[src/rtl/parking_pkg.sv]
// rtl/parking_pkg.sv - shared lane state encoding and category constants
package parking_pkg;

  typedef enum logic [2:0] {
    LANE_IDLE       = 3'd0,
    LANE_CHECK      = 3'd1,
    LANE_OPEN       = 3'd2,
    LANE_COMMIT     = 3'd3,
    LANE_WAIT_CLEAR = 3'd4
  } lane_state_t;

  localparam logic CAT_UNI  = 1'b1;
  localparam logic CAT_FREE = 1'b0;

endpackage

[src/rtl/gate_lane.sv]
// rtl/gate_lane.sv - one barrier lane: FSM, category latch, optional timeout counter
// Optional feature macro: GATE_TIMEOUT_EN (open-gate timeout counter).
// Ports:
//   clock, reset           : clock, async active-high reset
//   req, is_uni            : car present at lane sensor and its category
//   passed                 : car cleared the barrier
//   uni_space, free_space  : space available per category (used in CHECK)
//   grant                  : the event pulse for this lane is on the bus this cycle
//   gate_open              : registered barrier actuator
//   category               : latched category of the car being served
//   commit_next            : lane will sit in COMMIT next cycle
//   deny_next              : lane is rejecting the request this cycle
//   timeout_next           : lane is abandoning an open gate this cycle
module gate_lane
  import parking_pkg::*;
#(
  parameter bit HAS_CHECK    = 1'b1,
  parameter int GATE_TIMEOUT = 500,
  parameter int TO_W         = 10
) (
  input  logic clock,
  input  logic reset,
  input  logic req,
  input  logic is_uni,
  input  logic passed,
  input  logic uni_space,
  input  logic free_space,
  input  logic grant,
  output logic gate_open,
  output logic category,
  output logic commit_next,
  output logic deny_next,
  output logic timeout_next
);

  lane_state_t state, state_d;
  logic        expired;
  logic        has_space;

`ifdef GATE_TIMEOUT_EN
  logic [TO_W-1:0] count;

  // Held at zero outside OPEN, so it starts from zero on every OPEN entry;
  // saturates instead of wrapping.
  always_ff @(posedge clock or posedge reset) begin
    if (reset) begin
      count <= '0;
    end else if (state != LANE_OPEN) begin
      count <= '0;
    end else if (count != '1) begin
      count <= count + 1'b1;
    end
  end

  assign expired = (state == LANE_OPEN) && (count == TO_W'(GATE_TIMEOUT - 1));
`else
  logic unused_cfg;
  assign unused_cfg = (GATE_TIMEOUT > 0) ^ (TO_W > 0);
  assign expired    = 1'b0;
`endif

  assign has_space = (category == CAT_UNI) ? uni_space : free_space;

  // IDLE is always armed: it is only reached from reset or from WAIT_CLEAR
  // after the request has been seen low, so a held request never re-admits.
  always_comb begin
    state_d      = state;
    commit_next  = 1'b0;
    deny_next    = 1'b0;
    timeout_next = 1'b0;
    case (state)
      LANE_IDLE: begin
        if (req) begin
          if (HAS_CHECK) state_d = LANE_CHECK;
          else           state_d = LANE_OPEN;
        end
      end
      LANE_CHECK: begin
        if (has_space) begin
          state_d = LANE_OPEN;
        end else begin
          state_d   = LANE_WAIT_CLEAR;
          deny_next = 1'b1;
        end
      end
      LANE_OPEN: begin
        // A passage wins over an expiry in the same cycle.
        if (passed) begin
          state_d = LANE_COMMIT;
        end else if (expired) begin
          state_d      = LANE_WAIT_CLEAR;
          timeout_next = 1'b1;
        end
      end
      LANE_COMMIT: begin
        if (grant) state_d = LANE_WAIT_CLEAR;
      end
      LANE_WAIT_CLEAR: begin
        if (!req) state_d = LANE_IDLE;
      end
      default: state_d = LANE_IDLE;
    endcase
    commit_next = (state_d == LANE_COMMIT);
  end

  always_ff @(posedge clock or posedge reset) begin
    if (reset) begin
      state     <= LANE_IDLE;
      gate_open <= 1'b0;
      category  <= CAT_FREE;
    end else begin
      state     <= state_d;
      gate_open <= (state_d == LANE_OPEN);
      if (state == LANE_IDLE && req) category <= is_uni;
    end
  end

endmodule

[src/rtl/parking_gate_controller.sv]
// rtl/parking_gate_controller.sv - entry/exit barrier controller producing Parking events
// Optional feature macro: GATE_TIMEOUT_EN (barrier closes after GATE_TIMEOUT open cycles).
// Ports:
//   clock, reset                       : clock, async active-high reset
//   arrive_req, arrive_is_uni          : entry sensor and category
//   depart_req, depart_is_uni          : exit sensor and category
//   passed_entry, passed_exit          : car cleared the barrier
//   uni/free_is_vacated_space          : space flags from Parking
//   faulty_exit                        : Parking flags the last exit as invalid
//   car_entered/is_uni_car_entered     : entry event pulse and qualifier
//   car_exited/is_uni_car_exited       : exit event pulse and qualifier
//   entry_gate_open, exit_gate_open    : barrier actuators
//   entry_denied, exit_fault,
//   gate_timeout                       : status pulses
module parking_gate_controller #(
  parameter int GATE_TIMEOUT = 500,
  parameter int TO_W         = 10
) (
  input  logic clock,
  input  logic reset,
  input  logic arrive_req,
  input  logic arrive_is_uni,
  input  logic depart_req,
  input  logic depart_is_uni,
  input  logic passed_entry,
  input  logic passed_exit,
  input  logic uni_is_vacated_space,
  input  logic free_is_vacated_space,
  input  logic faulty_exit,
  output logic car_entered,
  output logic is_uni_car_entered,
  output logic car_exited,
  output logic is_uni_car_exited,
  output logic entry_gate_open,
  output logic exit_gate_open,
  output logic entry_denied,
  output logic exit_fault,
  output logic gate_timeout
);

  logic entry_commit_next, entry_deny_next, entry_to_next, entry_cat;
  logic exit_commit_next, unused_exit_deny, exit_to_next, exit_cat;
  logic entry_fire;
  logic exited_d1;

  gate_lane #(
    .HAS_CHECK   (1'b1),
    .GATE_TIMEOUT(GATE_TIMEOUT),
    .TO_W        (TO_W)
  ) u_entry (
    .clock       (clock),
    .reset       (reset),
    .req         (arrive_req),
    .is_uni      (arrive_is_uni),
    .passed      (passed_entry),
    .uni_space   (uni_is_vacated_space),
    .free_space  (free_is_vacated_space),
    .grant       (car_entered),
    .gate_open   (entry_gate_open),
    .category    (entry_cat),
    .commit_next (entry_commit_next),
    .deny_next   (entry_deny_next),
    .timeout_next(entry_to_next)
  );

  // The exit lane always owns the event bus when it commits, so it never stalls.
  gate_lane #(
    .HAS_CHECK   (1'b0),
    .GATE_TIMEOUT(GATE_TIMEOUT),
    .TO_W        (TO_W)
  ) u_exit (
    .clock       (clock),
    .reset       (reset),
    .req         (depart_req),
    .is_uni      (depart_is_uni),
    .passed      (passed_exit),
    .uni_space   (1'b1),
    .free_space  (1'b1),
    .grant       (1'b1),
    .gate_open   (exit_gate_open),
    .category    (exit_cat),
    .commit_next (exit_commit_next),
    .deny_next   (unused_exit_deny),
    .timeout_next(exit_to_next)
  );

  // Entry yields to a same-cycle exit commit and fires one cycle later;
  // the exit lane cannot commit again that soon, so the stall is one cycle.
  assign entry_fire = entry_commit_next && !exit_commit_next;

  always_ff @(posedge clock or posedge reset) begin
    if (reset) begin
      car_entered        <= 1'b0;
      is_uni_car_entered <= 1'b0;
      car_exited         <= 1'b0;
      is_uni_car_exited  <= 1'b0;
      entry_denied       <= 1'b0;
      gate_timeout       <= 1'b0;
      exit_fault         <= 1'b0;
      exited_d1          <= 1'b0;
    end else begin
      car_exited         <= exit_commit_next;
      is_uni_car_exited  <= exit_commit_next && exit_cat;
      car_entered        <= entry_fire;
      is_uni_car_entered <= entry_fire && entry_cat;
      entry_denied       <= entry_deny_next;
      gate_timeout       <= entry_to_next || exit_to_next;
      // Parking answers one cycle after our exit pulse.
      exited_d1          <= car_exited;
      exit_fault         <= exited_d1 && faulty_exit;
    end
  end

endmodule
[config.mk]
export PLATFORM = sky130hd
export DESIGN_NAME = parking_gate_controller
export DESIGN_NICKNAME = d
export VERILOG_FILES = /design/src/rtl/parking_pkg.sv /design/src/rtl/gate_lane.sv /design/src/rtl/parking_gate_controller.sv
export SDC_FILE = /design/constraint.sdc
export NUM_CORES = 1
export LEC_CHECK = 0
export BUFFER_PORTS_ARGS = -buffer_cell sky130_fd_sc_hd__buf_4
export CORE_MARGIN = 5
export CORE_UTILIZATION = 30
export DETAILED_ROUTE_END_ITERATION = 6
export PLACE_DENSITY = 0.6
export SYNTH_ARGS = -nofsm -noshare
export SYNTH_HDL_FRONTEND = slang
export SYNTH_SLANG_ARGS = --single-unit
[constraint.sdc]
create_clock -name clock -period 1.4 [get_ports clock]
set_input_delay 0.14 -clock clock [delete_from_list [all_inputs] [get_ports clock]]
set_output_delay 0.14 -clock clock [all_outputs]
set_load 0.05 [all_outputs]
==> Yosys cells after proc, flatten, opt, wreduce, memory -nomap -nowiden <==
Cells that the tools add are included.
{ "word_totals": {"reg_bits": 17, "inputBits": 11, "output_inout_bits": 9, "wordCells": 47} }
{ "classes": {"eq_ne": 12, "n_mux": 13, "reduce_logical": 9} }
{ "op_table": {"columns": ["cell", "n"], "rows": [
  ["$pmux W3 S5", 2],
  ["$eq A3 B2 Y1 const B", 8],
  ["$mux W3", 8],
  ["$eq A3 B1 Y1 const B", 2],
  ["$eq A3 B3 Y1 const B", 2],
  ["$logic_and A1 B1 Y1", 6],
  ["$logic_not A3 Y1", 2],
  ["$mux W1", 3],
  ["$logic_not A1 Y1", 1]
]} }

==> Longest topological paths before layout <==
Gate-level depths: netlist of run 1.
{ "logic_depth": {"ltp_word": 6, "depth_mapped": 4, "ltp_nobuf": 3} }

==> Cells and area by module <==
Synthesis of run 1 repeated with hierarchy kept, for this count alone.
{ "hier_totals": {"cells_unflattened": 70, "hier_area_um2": 797.0} }
{ "modules_own_cells": {"columns": ["mod", "n_inst", "cells_each", "area_per_inst_um2", "seq_area_each_um2"], "rows": [
  ["gate_lane (u_entry)", 1, 27, 279.0, 125.1],
  ["gate_lane (u_exit)", 1, 28, 271.5, 125.1],
  ["parking_gate_controller", 1, 15, 246.5, 200.2]
]} }

==> Worst setup path before layout of run 1 <==
OpenSTA, ideal clock, no wires.
{ "synth_timing": {"path_type": "register to register", "start": "register car_entered", "end": "register is_uni_car_entered", "setup_time_ps": 96, "arrival_time_ps": 1171, "t_required_ps": 1304, "path_slack_ps": 134, "path_stages_with_launch": 4, "n_path_buf": 0, "synth_period_minus_slack_ps": 1266, "cell_sequence": "dfrtp_1 > nand3b_1 > o21a_1 > nor4_2"} }
{ "synth_between": {"elab_chain_len": 5} }
{ "synth_lines": {"columns": ["element", "line_no", "rtl"], "rows": [
  ["start, declared", "parking_gate_controller.sv:30", "output logic car_entered,"],
  ["start signal, assigned", "parking_gate_controller.sv:104", "car_entered <= entry_fire;"],
  ["$mux W3", "gate_lane.sv:96", "if (grant) state_d = LANE_WAIT_CLEAR;"],
  ["$pmux W3 S5", "gate_lane.sv:71", "case (state)"],
  ["$eq A3 B2 Y1", "gate_lane.sv:103", "commit_next = (state_d == LANE_COMMIT);"],
  ["$logic_and A1 B1 Y1", "parking_gate_controller.sv:89", "assign entry_fire = entry_commit_next && !exit_commit_next;"],
  ["$logic_and A1 B1 Y1", "parking_gate_controller.sv:105", "is_uni_car_entered <= entry_fire && entry_cat;"],
  ["end signal, assigned", "parking_gate_controller.sv:105", null],
  ["end, declared", "parking_gate_controller.sv:31", "output logic is_uni_car_entered,"]
]} }
No other way between the ends.
A chain may end at the register's enable or synchronous reset.

==> Worst setup path after layout of run 1 <==
{ "layout_timing": {"start": "register u_exit.state[0]", "end": "register u_exit.category"} }
{ "layout_between": {"elab_chain_len": 2} }
{ "layout_lines": {"columns": ["element", "line_no", "rtl"], "rows": [
  ["start, declared", "gate_lane.sv:36", "lane_state_t state, state_d;"],
  ["start signal, assigned", "gate_lane.sv:112", "state <= state_d;"],
  ["$logic_not A3 Y1", "gate_lane.sv:114", "if (state == LANE_IDLE && req) category <= is_uni;"],
  ["$logic_and A1 B1 Y1", "gate_lane.sv:114", null],
  ["end signal, assigned", "gate_lane.sv:114", null],
  ["end, declared", "gate_lane.sv:30", "output logic category,"]
]} }
No other way between the ends.

==> impl_metrics.ini, run 1 <==
[routing]
via_per_inst = 4.52
wl_per_cell_um = 11.7
drtIter0Drc = 10
ant_nets = 0
drt_pass1_iterations = 4
dr_total_vias = 479
finalWirelength_um = 1240
drc = 0

[logic_synthesis]
syn_inst = 57
ys_seq_area_frac = 0.587
synth_cell_types = 30
yosysTopAreaCell = dfrtp_1
syn_area_per_cell_um2 = 12.7
syn_nets = 68
ys_dominant_reg_cell = dfrtp_1
syn_area_um2 = 724
synth.top_cell.area_share = 0.587
ys.warnings.count = 0
synth_area_leaders = dfrtp_1, nor4_2, mux2_2, a32oi_2, mux2_4
ys_ff_latch = 17
synth_edf_count = 0
async_reset_ff_frac = 1.00

[clocking]
clock_latency_ns = 0.28
cts-resized-gates = 0
cts_tree = built
cts_sinks = 17
clk_pin_slew_ns = 0.09
numCtsBuffers = 3
cts_buffer_depth = 2
cts_root_buf = clkbuf_4
htreeDepth = 1
post_cts_buffers = 0

[global_routing]
grt_pass1_vias = 443
grt_antenna_before_repair = 0
grt_first_pass_wirelength_um = 1860
grt_overflow = 0
grt_max_degree = 18
groute.usage.overall = 0.0746

[floorplan]
die_area_um2 = 3500
num_rows = 17
ioPinCount = 20
initial_core_util = 0.321
die_h_um = 59.1
die_x_um = 59.1
core-area_um2 = 2250

[hold_path]
min_path_type = in -> reg

[layout]
final_area_um2 = 912
antenna_cells = 0
final_nets = 90
drive_gt1_frac = 0.385
fill_cells = 231
multi_input_area_um2 = 269
seq_area_um2 = 425
reg_top3 = u_entry.state x3, u_exit.state x3
area_growth_pct = 25.9

[timing]
tightestPinTransition_ns = 0.613
max-slew-margin-rel = 0.591
grt_setup_unrepaired = false
final_max_slew_viol_count = 0
fmax_mhz = 788
fin_crit_ns = 1.27
tns_ns = 0
layout_worst_path_cycle_share = 0.906
finalSetupViolCount = 0
hold_viol_final = 0
fin_worst_skew_ns = 0.00368

[worst_setup_path]
worstPathArrival_ns = 1.45
crit_type = reg -> reg
crit_path_end_kind = flop
worstSetupStartpointType = flop
cp.required_ns = 1.58
cp_max_fo = 7

[placement]
dp_hpwl_um = 924
gp_congestion = 0.750
portBuffers = 18
placed_area_um2 = 876

[pwr]
p_leak_nw = 0.433
report.power.total_mw = 2.12
vdd_drop_max_v = 0.000733
power_density_nw_per_um2 = 2330

[job]
drv_cap = 0

[status]
outcome = finished, final reports clean
==> Yosys cell counts (2+ instances only) <==
library cell / instances
nand3b_1: 2
nor2b_1: 2
dfrtp_1: 17
nor2_1: 3
nand2_1: 3
mux2_2: 2
nor4_2: 2
and2_1: 2
inv_1: 2
o21ai_0: 2
==> repair_timing <==
item / in CTS / in global routing
hold buffers: 1 / 0
endpoints found under the setup margin: 0 / 0
hold endpoints to repair: 17 / 0
==> where the power goes <==
part | switching, mW | leakage [nW] | total, mW | internal (mW)
clock | 0.144 | 0.0150 | 0.255 | 0.111
combinational | 0.568 | 0.201 | 0.965 | 0.397
sequential | 0.206 | 0.218 | 0.904 | 0.698
==> placed cells by master (no fill, tap or decap), drive strengths merged <==
cell         synthesis  final
mux2i                1      1
nor3                 1      1
a32oi                1      1
inv                  3      3
nand3                1      1
and4bb               1      1
nor3b                1      1
buf                  2     18
nor2                 3      3
nor4b                1      1
conb                 1      1
and3                 1      1
and2b                1      1
nand3b               2      2
o21ai                2      2
mux2                 3      3
o21a                 1      1
a32o                 1      1
and2                 2      2
nor2b                2      2
nand2                3      3
nand2b               1      1
dlygate4sd3          0      1
a21oi                1      1
dfrtp               17     17
a211oi               1      1
clkbuf               0      4
nor4bb               1      1
nor4                 2      2
==> layout make-up <==
| cell class | instances | area share |
|---|---|---|
| clock buffers | 4 | 0.0288 |
| well taps | 28 | 0.0384 |
| multi-input cells | 35 | 0.295 |
| inverters | 3 | 0.0123 |
| repair buffers | 19 | 0.159 |
| flip-flops and latches | 17 | 0.466 |
==> cell families (layout without fill, tap and decap cells) <==
logic type / count (synthesis) / count (layout) / share of synthesized area
simple gates: 23 / 23 / 0.223
buf+inv: 5 / 26 / 0.0415
flops: 17 / 17 / 0.587
other cells: 1 / 1 / 0.00518
compound gates: 7 / 7 / 0.0777
mux: 4 / 4 / 0.0656
==> worst max-delay path, stage by stage, from the launching register on <==
cell and delay (ns):
dfrtp_1 0.45, nor4b_1 0.34, mux2_2 0.37
==> per-layer routing <==
metal	up-vias	wire length, um	global-route usage
li1	241	-	-
met4	0	13	0.0583
met3	2	110	0.0305
met1	225	548	0.0885
met2	11	570	0.106
met5	-	0	0
==> stage by stage <==
stage                      util  cells  hold WS (ns)  setup slack (ns)
after floorplan               -     57        0.0661             0.134
after global placement    0.388    101         0.267             0.150
after detailed placement  0.388    101         0.265             0.133
after CTS                 0.405    106        0.0629             0.117
after global routing      0.405    106        0.0659            0.0545
final                     0.405    106        0.0642             0.131
==> worst paths after layout <==
| check | depth (start not counted) | slack, ns | startpoint | end |
|---|---|---|---|---|
| setup / recovery | 2 | 0.13 | u_exit.state[0] | u_exit.category |
| hold reg to reg | 0 | 0.38 | car_exited | exited_d1 |
| hold / removal | 2 | 0.06 | faulty_exit | exit_fault |
| setup reg to reg | 2 | 0.13 | u_exit.state[0] | u_exit.category |
| max in group asynchronous | 3 | 0.53 | reset | car_entered |
| min in group asynchronous | 3 | 0.48 | reset | u_exit.gate_open |
(Power assumes the default switching activity.)
==> inputs of run 2 (changes only) <==
==> constraint.sdc (replaced) <==
create_clock -name clock -period 1.4 [get_ports clock]
set_input_delay 0.07 -clock clock [delete_from_list [all_inputs] [get_ports clock]]
set_output_delay 0.07 -clock clock [all_outputs]
set_load 0.05 [all_outputs]
==> impl_metrics.ini, run 2 (synthesis results as in run 1) <==
[clocking]
cts_root_buf = clkbuf_4
clock_latency_ns = 0.28
cts_sinks = 17
htreeDepth = 1
numCtsBuffers = 3
cts_buffer_depth = 2
cts_tree = built
clk_pin_slew_ns = 0.09

[layout]
final_nets = 91
final_cell_mix = buf_4, dfrtp_1, nor2_1, nand2_1, clkbuf_4
fill_cells = 228
fin_cells = 107
drive_gt1_frac = 0.380
reg_top3 = u_entry.state x3, u_exit.state x3
post-route-util = 0.409
seq_area_um2 = 425
antenna_cells = 0
area_growth_pct = 27.3
multi_input_area_um2 = 269
final_area_um2 = 922
final_common_cell = buf_4

[worst_setup_path]
crit_type = reg -> reg
worstSetupStartpointType = flop
path_delay_family = flip-flops
cp_max_fo = 7
slowest_stage = dfrtp_1
worstPathArrival_ns = 1.45
ff2ff_setup_slack_ns = 0.13
cp.required_ns = 1.58
crit_path_end_kind = flop
critPathMaxStageDelay_ns = 0.45
cp_cell_sequence = nor4b_1 -> mux2_2
path_buf_inv = 0

[routing]
wl_per_cell_um = 11.7
drt_pass1_iterations = 4
dr_total_vias = 481
ant_nets = 0
finalWirelength_um = 1250
via_per_inst = 4.50
drc = 0
drtIter0Drc = 10

[placement]
dpl.cell_count = 101
dp_hpwl_um = 924
portBuffers = 18
gp_congestion = 0.750
placed_area_um2 = 876

[global_routing]
groute.usage.overall = 0.0746
grt_pass1_vias = 440
met2_usage = 0.106
grt_antenna_before_repair = 0
grt_util_met3 = 0.0305
grt_overflow = 0
grt.met1_usage = 0.0885
grt_max_degree = 18
grt_first_pass_wirelength_um = 1860
grt-busiest-layer = met2

[timing]
final_max_slew_viol_count = 0
finalSetupViolCount = 0
hold_viol_final = 0
layout_worst_path_cycle_share = 0.906
tightestPinTransition_ns = 0.613
whs_ns = 0.0109
fmax_mhz = 788
tns_ns = 0
grt_setup_unrepaired = false
fin_worst_skew_ns = 0.00368
fin_crit_ns = 1.27
max-slew-margin-rel = 0.591

[floorplan]
die_h_um = 59.1
die_area_um2 = 3500
die_x_um = 59.1
num_rows = 17
ioPinCount = 20
initial_core_util = 0.321
core-area_um2 = 2250

[pwr]
vdd_drop_max_v = 0.000733
p_leak_nw = 0.438
power_density_nw_per_um2 = 2310

[status]
outcome = finished, final reports clean

[hold_path]
min_path_type = in -> reg

[job]
drv_cap = 0
-- run 2: cell types whose count changed in the layout (fill, tap and decap cells not counted), sizes merged --
cell	delta
dlygate4sd3	+1
-- run 2: worst paths after layout --
kind,start,endpoint,cells past startpoint
worst max-delay path,u_exit.state[0],u_exit.category,2
worst min-delay path,arrive_is_uni,u_entry.category,2
worst max register to register,u_exit.state[0],u_exit.category,2
worst min register to register,car_exited,exited_d1,0
max in group asynchronous,reset,car_entered,3
min in group asynchronous,reset,u_exit.gate_open,3
-- run 2: cell type report --
cell class | count | area share
clock buffer | 4 | 0.0285
sequential | 17 | 0.461
timing repair buffer | 20 | 0.168
tap | 28 | 0.0380
multi-input combinational | 35 | 0.292
inverter | 3 | 0.0122
-- run 2: what timing repair did --
action / CTS / global route
setup endpoints to repair: 0 / 0
setup buffers: 0 / 0
gates resized for setup: 0 / 0
hold endpoints to repair: 18 / 0
hold buffers: 2 / 0
-- run 2: stage by stage --
step / setup slack, ns / power, mW
after CTS: 0.117 / 2.15
after global placement: 0.150 / 1.88
after detailed placement: 0.133 / 1.89
after floorplan: 0.134 / 1.65
after global routing: 0.0545 / 2.25
final: 0.131 / 2.13
-- run 2: power breakdown --
group,leakage (nW),internal [mW],switching (mW),total [mW]
registers,0.218,0.698,0.206,0.904
logic,0.205,0.399,0.569,0.968
clock network,0.0150,0.111,0.144,0.255
-- run 2: layer usage --
layer,up-vias,wire (um)
met2,11,573
met1,225,553
met5,-,0
met3,2,110
met4,0,13
li1,243,-
==> inputs of run 3 (changes only) <==
--- a/config.mk
+++ b/config.mk
@@ -11,4 +11,5 @@
 export DETAILED_ROUTE_END_ITERATION = 6
 export PLACE_DENSITY = 0.6
+export SLEW_MARGIN = 20
 export SYNTH_ARGS = -nofsm -noshare
 export SYNTH_HDL_FRONTEND = slang
==> constraint.sdc (replaced) <==
create_clock -name clock -period 1.3 [get_ports clock]
set_input_delay 0.195 -clock clock [delete_from_list [all_inputs] [get_ports clock]]
set_output_delay 0.195 -clock clock [all_outputs]
set_load 0.05 [all_outputs]
==> impl_metrics.ini, run 3 (synthesis results as in run 1) <==
[timing]
tns_ns = 0
fin_worst_skew_ns = 0.000971
fin_crit_ns = 1.22
hold_viol_final = 0
finalSetupViolCount = 0
fmax_mhz = 819
setup_ws_ns = 0.0792
final_max_slew_viol_count = 0
grt_setup_unrepaired = false
layout_worst_path_cycle_share = 0.939

[layout]
antenna_cells = 0
final_common_cell = buf_4
drive_gt1_frac = 0.457
final_cell_mix = buf_4, dfrtp_1, nor2_1, nand2_1, clkbuf_4
fin_cells = 109
reg_top3 = u_entry.state x3, u_exit.state x3
area_growth_pct = 30.4
final_nets = 93

[clocking]
numCtsBuffers = 3
post_cts_buffers = 0
htreeDepth = 1
clock_latency_ns = 0.28
cts_sinks = 17
clk_pin_slew_ns = 0.09
cts_buffer_depth = 2
cts_tree = built
cts_root_buf = clkbuf_4

[routing]
wl_per_cell_um = 12.1
finalWirelength_um = 1320
dr_total_vias = 500
ant_nets = 0
dr_wl_met2_um = 608
drtIter0Drc = 3
drt_pass1_iterations = 4
highest_layer = met4
m1WireLength_um = 575
via_per_inst = 4.59
drc = 0
wl_met3_um = 118

[hold_path]
min_path_type = in -> reg
whs_path_depth = 2
min_from = faulty_exit
min_to = exit_fault

[worst_setup_path]
reg2regPathDepth = 3
cp.required_ns = 1.47
cp_max_fo = 7
cp_cell_sequence = nor2_1 -> and3_1 -> mux2_4
critPathMaxStageDelay_ns = 0.48
crit_type = reg -> reg
slowest_stage = dfrtp_2
worstSetupStartpointType = flop
worstPathArrival_ns = 1.40
path_buf_inv = 0
crit_path_end_kind = flop
path_delay_family = flip-flops
regToRegStartpoint = u_entry.state[1]
ff2ff_setup_slack_ns = 0.08
reg2reg_to = u_entry.category

[floorplan]
die_area_um2 = 3500
die_x_um = 59.1
core-area_um2 = 2250
die_h_um = 59.1
num_rows = 17
initial_core_util = 0.321
ioPinCount = 20

[job]
drv_cap = 0

[pwr]
vdd_drop_max_v = 0.00100
p_leak_nw = 0.450
power_density_nw_per_um2 = 2490

[global_routing]
grt_max_degree = 18
grt_overflow = 0
grt_antenna_before_repair = 0
grt_pass1_vias = 486
grt_first_pass_wirelength_um = 2080
groute.usage.overall = 0.0800

[status]
outcome = finished, final reports clean

[placement]
gp_congestion = 0.798
place_ws_ns = 0.0492
portBuffers = 18
dpl.cell_count = 104
run 3: area by class of cell:
type,instances,area (um2)
Tap cell,28,35.0
Clock inverter,1,5.00
Sequential cell,17,428
Inverter,3,11.3
Multi-Input combinational cell,35,275
Timing Repair Buffer,22,168
Fill cell,238,1310
Clock buffer,3,22.5
run 3: worst max-delay path by stage:
stage	from	endpoint	slack [ns]	depth (start not counted)
final	u_entry.state[1]	u_entry.category	0.08	3
after CTS	u_exit.state[2]	u_exit.category	0.04	2
after global routing	u_entry.category	u_entry.gate_open	0.002	3
after floorplan	car_entered	is_uni_car_entered	0.03	3
after detailed placement	u_exit.state[2]	u_exit.category	0.05	2
after global placement	u_exit.state[2]	u_exit.category	0.06	2
run 3: what timing repair did:
item                                    4_1_cts  5_1_grt
hold buffers                                  1        0
gates resized for setup                       0        3
endpoints found under the setup margin        0        3
hold endpoints to repair                     17        0
run 3: worst register-to-register path: cells and delay by family, from the launching register on:
| family | cells | cell delay [ns] |
|---|---|---|
| simple gates | 2 | 0.34 |
| flops | 1 | 0.48 |
| mux | 1 | 0.30 |
run 3: layer usage:
metal,track usage,up-vias
met3,0.0479,2
met2,0.121,15
li1,-,248
met1,0.0963,235
met4,0.0194,0
met5,0,-
run 3: through the flow:
stage	instance area (um2)	hold WS, ns	total power [mW]	util
floorplan	724	0.121	1.78	-
global placement	898	0.226	2.07	0.398
detailed placement	898	0.227	2.07	0.398
CTS	936	0.115	2.36	0.415
global route	945	0.118	2.53	0.419
finish	945	0.124	2.35	0.419
run 3: power breakdown:
part           leakage [nW]  switching, mW  total [mW]  internal [mW]
sequential            0.215          0.201       0.960          0.759
clock                0.0177          0.155       0.270          0.114
combinational         0.217          0.653        1.12          0.468
